### config.mk
export PLATFORM = sky130hd
export DESIGN_NAME = logic_cluster_flat
export DESIGN_NICKNAME = d
export VERILOG_FILES = /design/src/rtl/logic_cluster_if.sv /design/src/rtl/logic_cluster.sv /design/src/flat_wrapper.sv
export SDC_FILE = /design/constraint.sdc
export NUM_CORES = 1
export LEC_CHECK = 0
export BUFFER_PORTS_ARGS = -buffer_cell sky130_fd_sc_hd__buf_2
export CAP_MARGIN = 20
export CORE_MARGIN = 1.5
export CORE_UTILIZATION = 35
export CTS_CLUSTER_SIZE = 24
export DETAILED_ROUTE_END_ITERATION = 7
export PLACE_DENSITY_LB_ADDON = 0.08
export RECOVER_POWER = 100
export REMOVE_ABC_BUFFERS = 1
export SYNTH_ARGS = -nofsm -noshare
export SYNTH_HDL_FRONTEND = slang
export SYNTH_SLANG_ARGS = --single-unit
### constraint.sdc
create_clock -name QCK -period 2.35 [get_ports QCK]
set_clock_uncertainty 0.15 [all_clocks]
set_input_delay 0.705 -clock QCK [delete_from_list [all_inputs] [get_ports QCK]]
set_output_delay 0.705 -clock QCK [all_outputs]
set_load 0.01 [all_outputs]
### src/rtl/logic_cluster_if.sv
// logic_cluster_if: serial configuration port of logic_cluster (load handshake and status)
interface logic_cluster_if;
  logic CFG_START;
  logic CFG_VLD;
  logic CFG_DI;
  logic CFG_BUSY;
  logic CFG_DONE;
  modport master (output CFG_START, CFG_VLD, CFG_DI, input CFG_BUSY, CFG_DONE);
  modport slave (input CFG_START, CFG_VLD, CFG_DI, output CFG_BUSY, CFG_DONE);
endinterface

### src/rtl/logic_cluster.sv
// logic_cluster: NUM_CELLS LUT/carry/FF cells with a double-buffered serial configuration chain; carry chain enabled by LOGIC_CLUSTER_CARRY_EN
module logic_cluster #(
  parameter int NUM_CELLS = 4,
  parameter int LUT_K = 4
) (
  input  logic                         QCK,
  input  logic                         QRTN,
  input  logic [NUM_CELLS*LUT_K-1:0]   LI,
  input  logic [NUM_CELLS-1:0]         QDI,
  input  logic [NUM_CELLS-1:0]         QEN,
  input  logic                         QST,
  input  logic                         QRT,
  input  logic                         CI,
  logic_cluster_if.slave               cfg,
  output logic [NUM_CELLS-1:0]         FZ,
  output logic [NUM_CELLS-1:0]         QZ,
  output logic                         CO
);
  localparam int T = 2**LUT_K;
  localparam int W = T + 2;
  localparam int CFG_BITS = NUM_CELLS * W;
  localparam int CW = $clog2(CFG_BITS + 1);
  localparam logic [CW-1:0] CNT_LAST = CW'(CFG_BITS - 1);
  localparam logic [CW-1:0] CNT_MAX = CW'(CFG_BITS);
  typedef enum logic [1:0] {IDLE, SHIFT, COMMIT} state_t;
  state_t state_q, state_d;
  logic [CW-1:0] cnt_q, cnt_d;
  logic [CFG_BITS-1:0] shadow_q, shadow_d;
  logic [CFG_BITS-1:0] active_q, active_d;
  logic busy_q, busy_d;
  logic done_q, done_d;
  logic [NUM_CELLS-1:0] qz_q, qz_d;
  logic [NUM_CELLS-1:0] cds;
  logic [NUM_CELLS-1:0] car;
  assign cfg.CFG_BUSY = busy_q;
  assign cfg.CFG_DONE = done_q;
  assign QZ = qz_q;
`ifdef LOGIC_CLUSTER_CARRY_EN
  logic [NUM_CELLS:0] cy;
  assign cy[0] = CI;
  assign CO = cy[NUM_CELLS];
`else
  logic unused_carry;
  assign unused_carry = ^{CI, car};
  assign CO = 1'b0;
`endif
  for (genvar c = 0; c < NUM_CELLS; c++) begin : g_cell
    logic [T-1:0] lut;
    logic [LUT_K-1:0] li;
    assign lut = active_q[c*W +: T];
    assign cds[c] = active_q[c*W + T];
    assign car[c] = active_q[c*W + T + 1];
    assign li = LI[c*LUT_K +: LUT_K];
`ifdef LOGIC_CLUSTER_CARRY_EN
    assign FZ[c] = car[c] ? li[0] ^ li[1] ^ cy[c] : lut[li];
    assign cy[c+1] = car[c] & ((li[0] & li[1]) | (cy[c] & (li[0] ^ li[1])));
`else
    assign FZ[c] = lut[li];
`endif
  end
  // Cell flip-flop next state: sync reset beats sync set beats enable; data picked by CDS
  always_comb begin
    qz_d = qz_q;
    for (int i = 0; i < NUM_CELLS; i++)
      qz_d[i] = QRT ? 1'b0 : QST ? 1'b1 : QEN[i] ? (cds[i] ? QDI[i] : FZ[i]) : qz_q[i];
  end
  // Configuration loader: shift into shadow while running on active, then commit in one edge
  always_comb begin
    state_d = state_q;
    cnt_d = cnt_q;
    shadow_d = shadow_q;
    active_d = active_q;
    done_d = 1'b0;
    case (state_q)
      IDLE: if (cfg.CFG_START) begin
        cnt_d = '0;
        state_d = SHIFT;
      end
      SHIFT: if (cfg.CFG_VLD) begin
        shadow_d = {cfg.CFG_DI, shadow_q[CFG_BITS-1:1]};
        cnt_d = (cnt_q == CNT_MAX) ? cnt_q : cnt_q + 1'b1;
        state_d = (cnt_q == CNT_LAST) ? COMMIT : SHIFT;
      end
      COMMIT: begin
        active_d = shadow_q;
        done_d = 1'b1;
        state_d = IDLE;
      end
      default: state_d = IDLE;
    endcase
    busy_d = state_d != IDLE;
  end
  // All state registers; async reset discards any partial load and the active function
  always_ff @(posedge QCK or negedge QRTN) begin
    if (!QRTN) begin
      state_q <= IDLE;
      cnt_q <= '0;
      shadow_q <= '0;
      active_q <= '0;
      busy_q <= 1'b0;
      done_q <= 1'b0;
      qz_q <= '0;
    end else begin
      state_q <= state_d;
      cnt_q <= cnt_d;
      shadow_q <= shadow_d;
      active_q <= active_d;
      busy_q <= busy_d;
      done_q <= done_d;
      qz_q <= qz_d;
    end
  end
endmodule

### src/flat_wrapper.sv
// flat-port wrapper written by rule: the top's interface ports become plain ports
module logic_cluster_flat 
#(
  parameter int NUM_CELLS = 4,
  parameter int LUT_K = 4
)
  (QCK, QRTN, LI, QDI, QEN, QST, QRT, CI, FZ, QZ, CO, cfg_CFG_START, cfg_CFG_VLD, cfg_CFG_DI, cfg_CFG_BUSY, cfg_CFG_DONE);
  logic_cluster_if cfg_i ();
  input  logic QCK;
  input  logic QRTN;
  input  logic [NUM_CELLS*LUT_K-1:0] LI;
  input  logic [NUM_CELLS-1:0] QDI;
  input  logic [NUM_CELLS-1:0] QEN;
  input  logic QST;
  input  logic QRT;
  input  logic CI;
  output logic [NUM_CELLS-1:0] FZ;
  output logic [NUM_CELLS-1:0] QZ;
  output logic CO;
  input wire logic [$bits(cfg_i.CFG_START)-1:0] cfg_CFG_START;
  input wire logic [$bits(cfg_i.CFG_VLD)-1:0] cfg_CFG_VLD;
  input wire logic [$bits(cfg_i.CFG_DI)-1:0] cfg_CFG_DI;
  output wire logic [$bits(cfg_i.CFG_BUSY)-1:0] cfg_CFG_BUSY;
  output wire logic [$bits(cfg_i.CFG_DONE)-1:0] cfg_CFG_DONE;
  assign cfg_i.CFG_START = cfg_CFG_START;
  assign cfg_i.CFG_VLD = cfg_CFG_VLD;
  assign cfg_i.CFG_DI = cfg_CFG_DI;
  assign cfg_CFG_BUSY = cfg_i.CFG_BUSY;
  assign cfg_CFG_DONE = cfg_i.CFG_DONE;
  logic_cluster #(.NUM_CELLS(NUM_CELLS), .LUT_K(LUT_K)) u_core (.QCK(QCK), .QRTN(QRTN), .LI(LI), .QDI(QDI), .QEN(QEN), .QST(QST), .QRT(QRT), .CI(CI), .cfg(cfg_i), .FZ(FZ), .QZ(QZ), .CO(CO));
endmodule
==> reports/qor.log <==
INFO  sta            tightest_slew=1.17ns
INFO  floorplanning  floorplan.rows=49
INFO  finish         areaGrowthSynthToFinish=19.7%
INFO  sta            setup-violations-final=4
INFO  drt            via_count=3593
INFO  drt            first_pass_iters=4
INFO  finish         final_cell_mix=sky130_fd_sc_hd__dfrtp_1 (155), sky130_fd_sc_hd__mux2_2 (140), sky130_fd_sc_hd__buf_2 (28)
INFO  floorplanning  die-height=139µm
INFO  grt            maximum_number_of_pins_on_one_net_before_global_route_repair=70
INFO  floorplanning  design.die.area=0.0192mm²
INFO  sta            max-slew-margin-rel=0.217
INFO  synthesis      yosys_warnings=0
INFO  placed_design  place.detailed.hpwl=7.86mm
INFO  critical_path  cp_data_arrival_time=1.93ns
INFO  clock_tree     cts.sink_count=155
INFO  critical_path  worstSetupPathDepth=4
INFO  drt            routed_wirelength=12.0mm
INFO  clock_tree     ctsHoldBuffers=0
INFO  clock_tree     clock_latency_reported_for_the_late_side_of_the_worst_skew_pair=0.42ns
INFO  synthesis      postSynthAreaPerCell=15.8µm²
INFO  sta            fin_crit=2.78ns
INFO  clock_tree     clkSlewWorstSetupHoldPaths=0.06ns
INFO  critical_path  timing.setup.critical_path_class=in -> out
INFO  sta            grt_setup_unrepaired=yes
INFO  synthesis      flops_latches_synth=155
INFO  finish         final_common_cell=sky130_fd_sc_hd__dfrtp_1
INFO  critical_path  cp_top_family=multiplexers
INFO  clock_tree     cts-root-to-sink-buffers=2
INFO  critical_path  worst_r2r_path_depth=6
INFO  finish         drive_gt1_frac=0.523
INFO  power_and_ir_drop vdd_drop_max=0.509mV
INFO  critical_path  worstPathCellList=buf_6, mux4_2, mux4_2, buf_6
INFO  clock_tree     cts_root_buffer=sky130_fd_sc_hd__clkbuf_16
INFO  synthesis      ys_types=35
INFO  placed_design  routabilityCongestion=0.760
INFO  clock_tree     tritoncts=yes
INFO  floorplanning  floorplan.initialDensity=0.357
INFO  floorplanning  die-width=139µm
INFO  critical_path  timing.critical_path.fanout_max=4
INFO  grt            grt_first_pass_wirelength=19.9mm
INFO  critical_path  worst_path_max_delay_cell=sky130_fd_sc_hd__mux4_2
INFO  placed_design  port_buffers=40
INFO  power_and_ir_drop power_density=862mW/mm²
INFO  run_status     outcome=finished with violations
INFO  sta            final-hold-violation-count=0
INFO  sta            post-route-period-util=1.18
INFO  grt            initial_antenna_violation_count=2
INFO  floorplanning  ports=43
INFO  synthesis      synthCells=407
INFO  sta            fin_ws=-0.432ns
INFO  drt            ant_nets=0
INFO  grt            grt_usage=0.133
INFO  synthesis      portion_of_the_post_synthesis_area_used_by_sequential_elements=0.603
INFO  drt            drt_iter0_drc=79
INFO  finish         final-instance-count-excl-fill=726
INFO  critical_path  r2r_setup_slack=0.19ns
INFO  critical_path  regToRegStartpoint=u_core.cnt_q[0]$_DFFE_PN0P_
INFO  sta            setup_tns=-1.48ns
INFO  critical_path  start_kind=input port
INFO  synthesis      syn_area=0.00643mm²
INFO  critical_path  critical_path.max_stage_delay=0.50ns
INFO  placed_design  dpl.cell_count=684
INFO  clock_tree     numCtsBuffers=17
INFO  power_and_ir_drop p_leak=3.69nW
INFO  job            cap_viol_max_count=0
INFO  sta            timing.hold.ws=0.348ns
INFO  drt            routed_wire_length_per_instance=16.5µm
INFO  floorplanning  design.core.area=0.0180mm²
INFO  critical_path  endpoint_kind=primary output
INFO  clock_tree     htree_levels=4
INFO  drt            via_per_inst=4.95
INFO  worst_hold_path worstHoldPathType=in -> async
INFO  run_status     violated_checks=setup timing
INFO  critical_path  rr_endpoint=u_core.cnt_q[5]$_DFFE_PN0P_
INFO  finish         finalNetCount=516
INFO  grt            grt_pass1_vias=3796
INFO  sta            achievable-frequency=359MHz
INFO  grt            grt.overflow.total=0
INFO  sta            maxSlewViolCount=0
INFO  drt            detail_route.drc_violations=0
INFO  critical_path  worstPathRequired=1.49ns
INFO  critical_path  bufs_and_invs_on_worst_path=2
INFO  finish         final_cell_utilization_of_the_core=0.427
## how the worst max path moves through the flow
| stage | end | slack [ns] | start |
|---|---|---|---|
| final | FZ[2] | -0.43 | LI[10] |
| after global placement | FZ[2] | -0.52 | LI[10] |
| after CTS | FZ[2] | -0.46 | u_core.active_q[51]$_DFFE_PN0P_ |
| after detailed placement | FZ[2] | -0.53 | LI[10] |
| after global routing | FZ[2] | -0.50 | u_core.active_q[51]$_DFFE_PN0P_ |
| after floorplan | u_core.active_q[0]$_DFFE_PN0P_ | -1.87 | u_core.state_q[0]$_DFF_PN0_ |
## per-stage QoR
| step | total power, mW | worst slack, ns | instance area, µm² |
|---|---|---|---|
| after floorplan | 3.75 | -1.87 | 6350 |
| after global placement | 4.09 | -0.518 | 7110 |
| after detailed placement | 4.11 | -0.533 | 7110 |
| after CTS | 6.79 | -0.455 | 7780 |
| after global routing | 7.00 | -0.502 | 7690 |
| final | 6.64 | -0.432 | 7700 |
## power breakdown
part / internal [mW] / switching (mW) / total, mW
Combinational: 0.452 / 0.374 / 0.825
Clock: 1.51 / 1.10 / 2.62
Sequential: 2.97 / 0.231 / 3.20
## repair_timing
action / 4_1_cts / 5_1_grt
pin swaps: 8 / 4
endpoints found under the setup margin: 4 / 4
resized for setup: 21 / 5
setup buffers: 7 / 1
## logic make-up after synthesis
kind of cell,count (synthesis),share of synthesized area
mux,161,0.313
simple gates,42,0.0377
fa+ha+maj,2,0.00389
compound gates,25,0.0261
buf+inv,21,0.0158
other cells,1,0.000583
flops,155,0.603
## flip-flops by register name (all words and copies together), names as in the netlist
register and count:
u_core.cfg.CFG_DONE 1, u_core.active_q 68, u_core.cfg.CFG_BUSY 1, u_core.shadow_q 72
u_core.cnt_q 7, u_core.QZ 4, u_core.state_q 2
## synth_stat cells
master,instances,area [µm²]
sky130_fd_sc_hd__a211o_1,1,8.76
sky130_fd_sc_hd__a311oi_1,3,26.3
sky130_fd_sc_hd__and2_1,4,25.0
sky130_fd_sc_hd__a21o_1,2,15.0
sky130_fd_sc_hd__nand2b_1,1,6.26
sky130_fd_sc_hd__nor3_1,1,5.00
sky130_fd_sc_hd__dfrtp_1,155,3880
sky130_fd_sc_hd__o21ai_0,5,25.0
sky130_fd_sc_hd__nand4b_1,1,8.76
sky130_fd_sc_hd__a211oi_1,3,22.5
sky130_fd_sc_hd__clkbuf_1,1,3.75
sky130_fd_sc_hd__buf_2,15,75.1
sky130_fd_sc_hd__a21oi_1,6,30.0
sky130_fd_sc_hd__or3b_2,2,17.5
sky130_fd_sc_hd__o32ai_1,3,26.3
sky130_fd_sc_hd__nor2_1,7,26.3
sky130_fd_sc_hd__nand4_1,1,6.26
sky130_fd_sc_hd__nor2b_1,8,50.1
sky130_fd_sc_hd__conb_1,1,3.75
sky130_fd_sc_hd__o31ai_1,1,7.51
sky130_fd_sc_hd__or4_1,1,7.51
sky130_fd_sc_hd__mux4_2,13,293
sky130_fd_sc_hd__mux2i_1,4,40.0
sky130_fd_sc_hd__ha_1,2,25.0
sky130_fd_sc_hd__nor3b_1,2,15.0
sky130_fd_sc_hd__mux2_2,140,1580
sky130_fd_sc_hd__inv_1,4,15.0
sky130_fd_sc_hd__mux4_1,4,105
sky130_fd_sc_hd__a31oi_1,1,6.26
sky130_fd_sc_hd__nand3b_1,1,7.51
sky130_fd_sc_hd__buf_4,1,7.51
sky130_fd_sc_hd__and4b_1,1,10.0
sky130_fd_sc_hd__nand3_1,2,10.0
sky130_fd_sc_hd__or3_1,4,25.0
sky130_fd_sc_hd__nand2_1,6,22.5
## layout make-up
type                       count  area [µm²]
antenna                        2        5.00
clock buffer                  19         453
clock inverter                13         118
fill                        1636       10300
inverter                       4        15.0
multi-input combinational    231        2470
sequential                   155        3880
tap                          229         287
timing repair buffer          73         474
## routing by layer
metal,up-vias,global-route usage,part of all wire
li1,1662,-,-
met5,-,0,0
met2,52,0.201,0.46
met4,0,0.0476,0.015
met3,14,0.0528,0.049
met1,1865,0.175,0.48
Power figures use the tool's default switching activity.
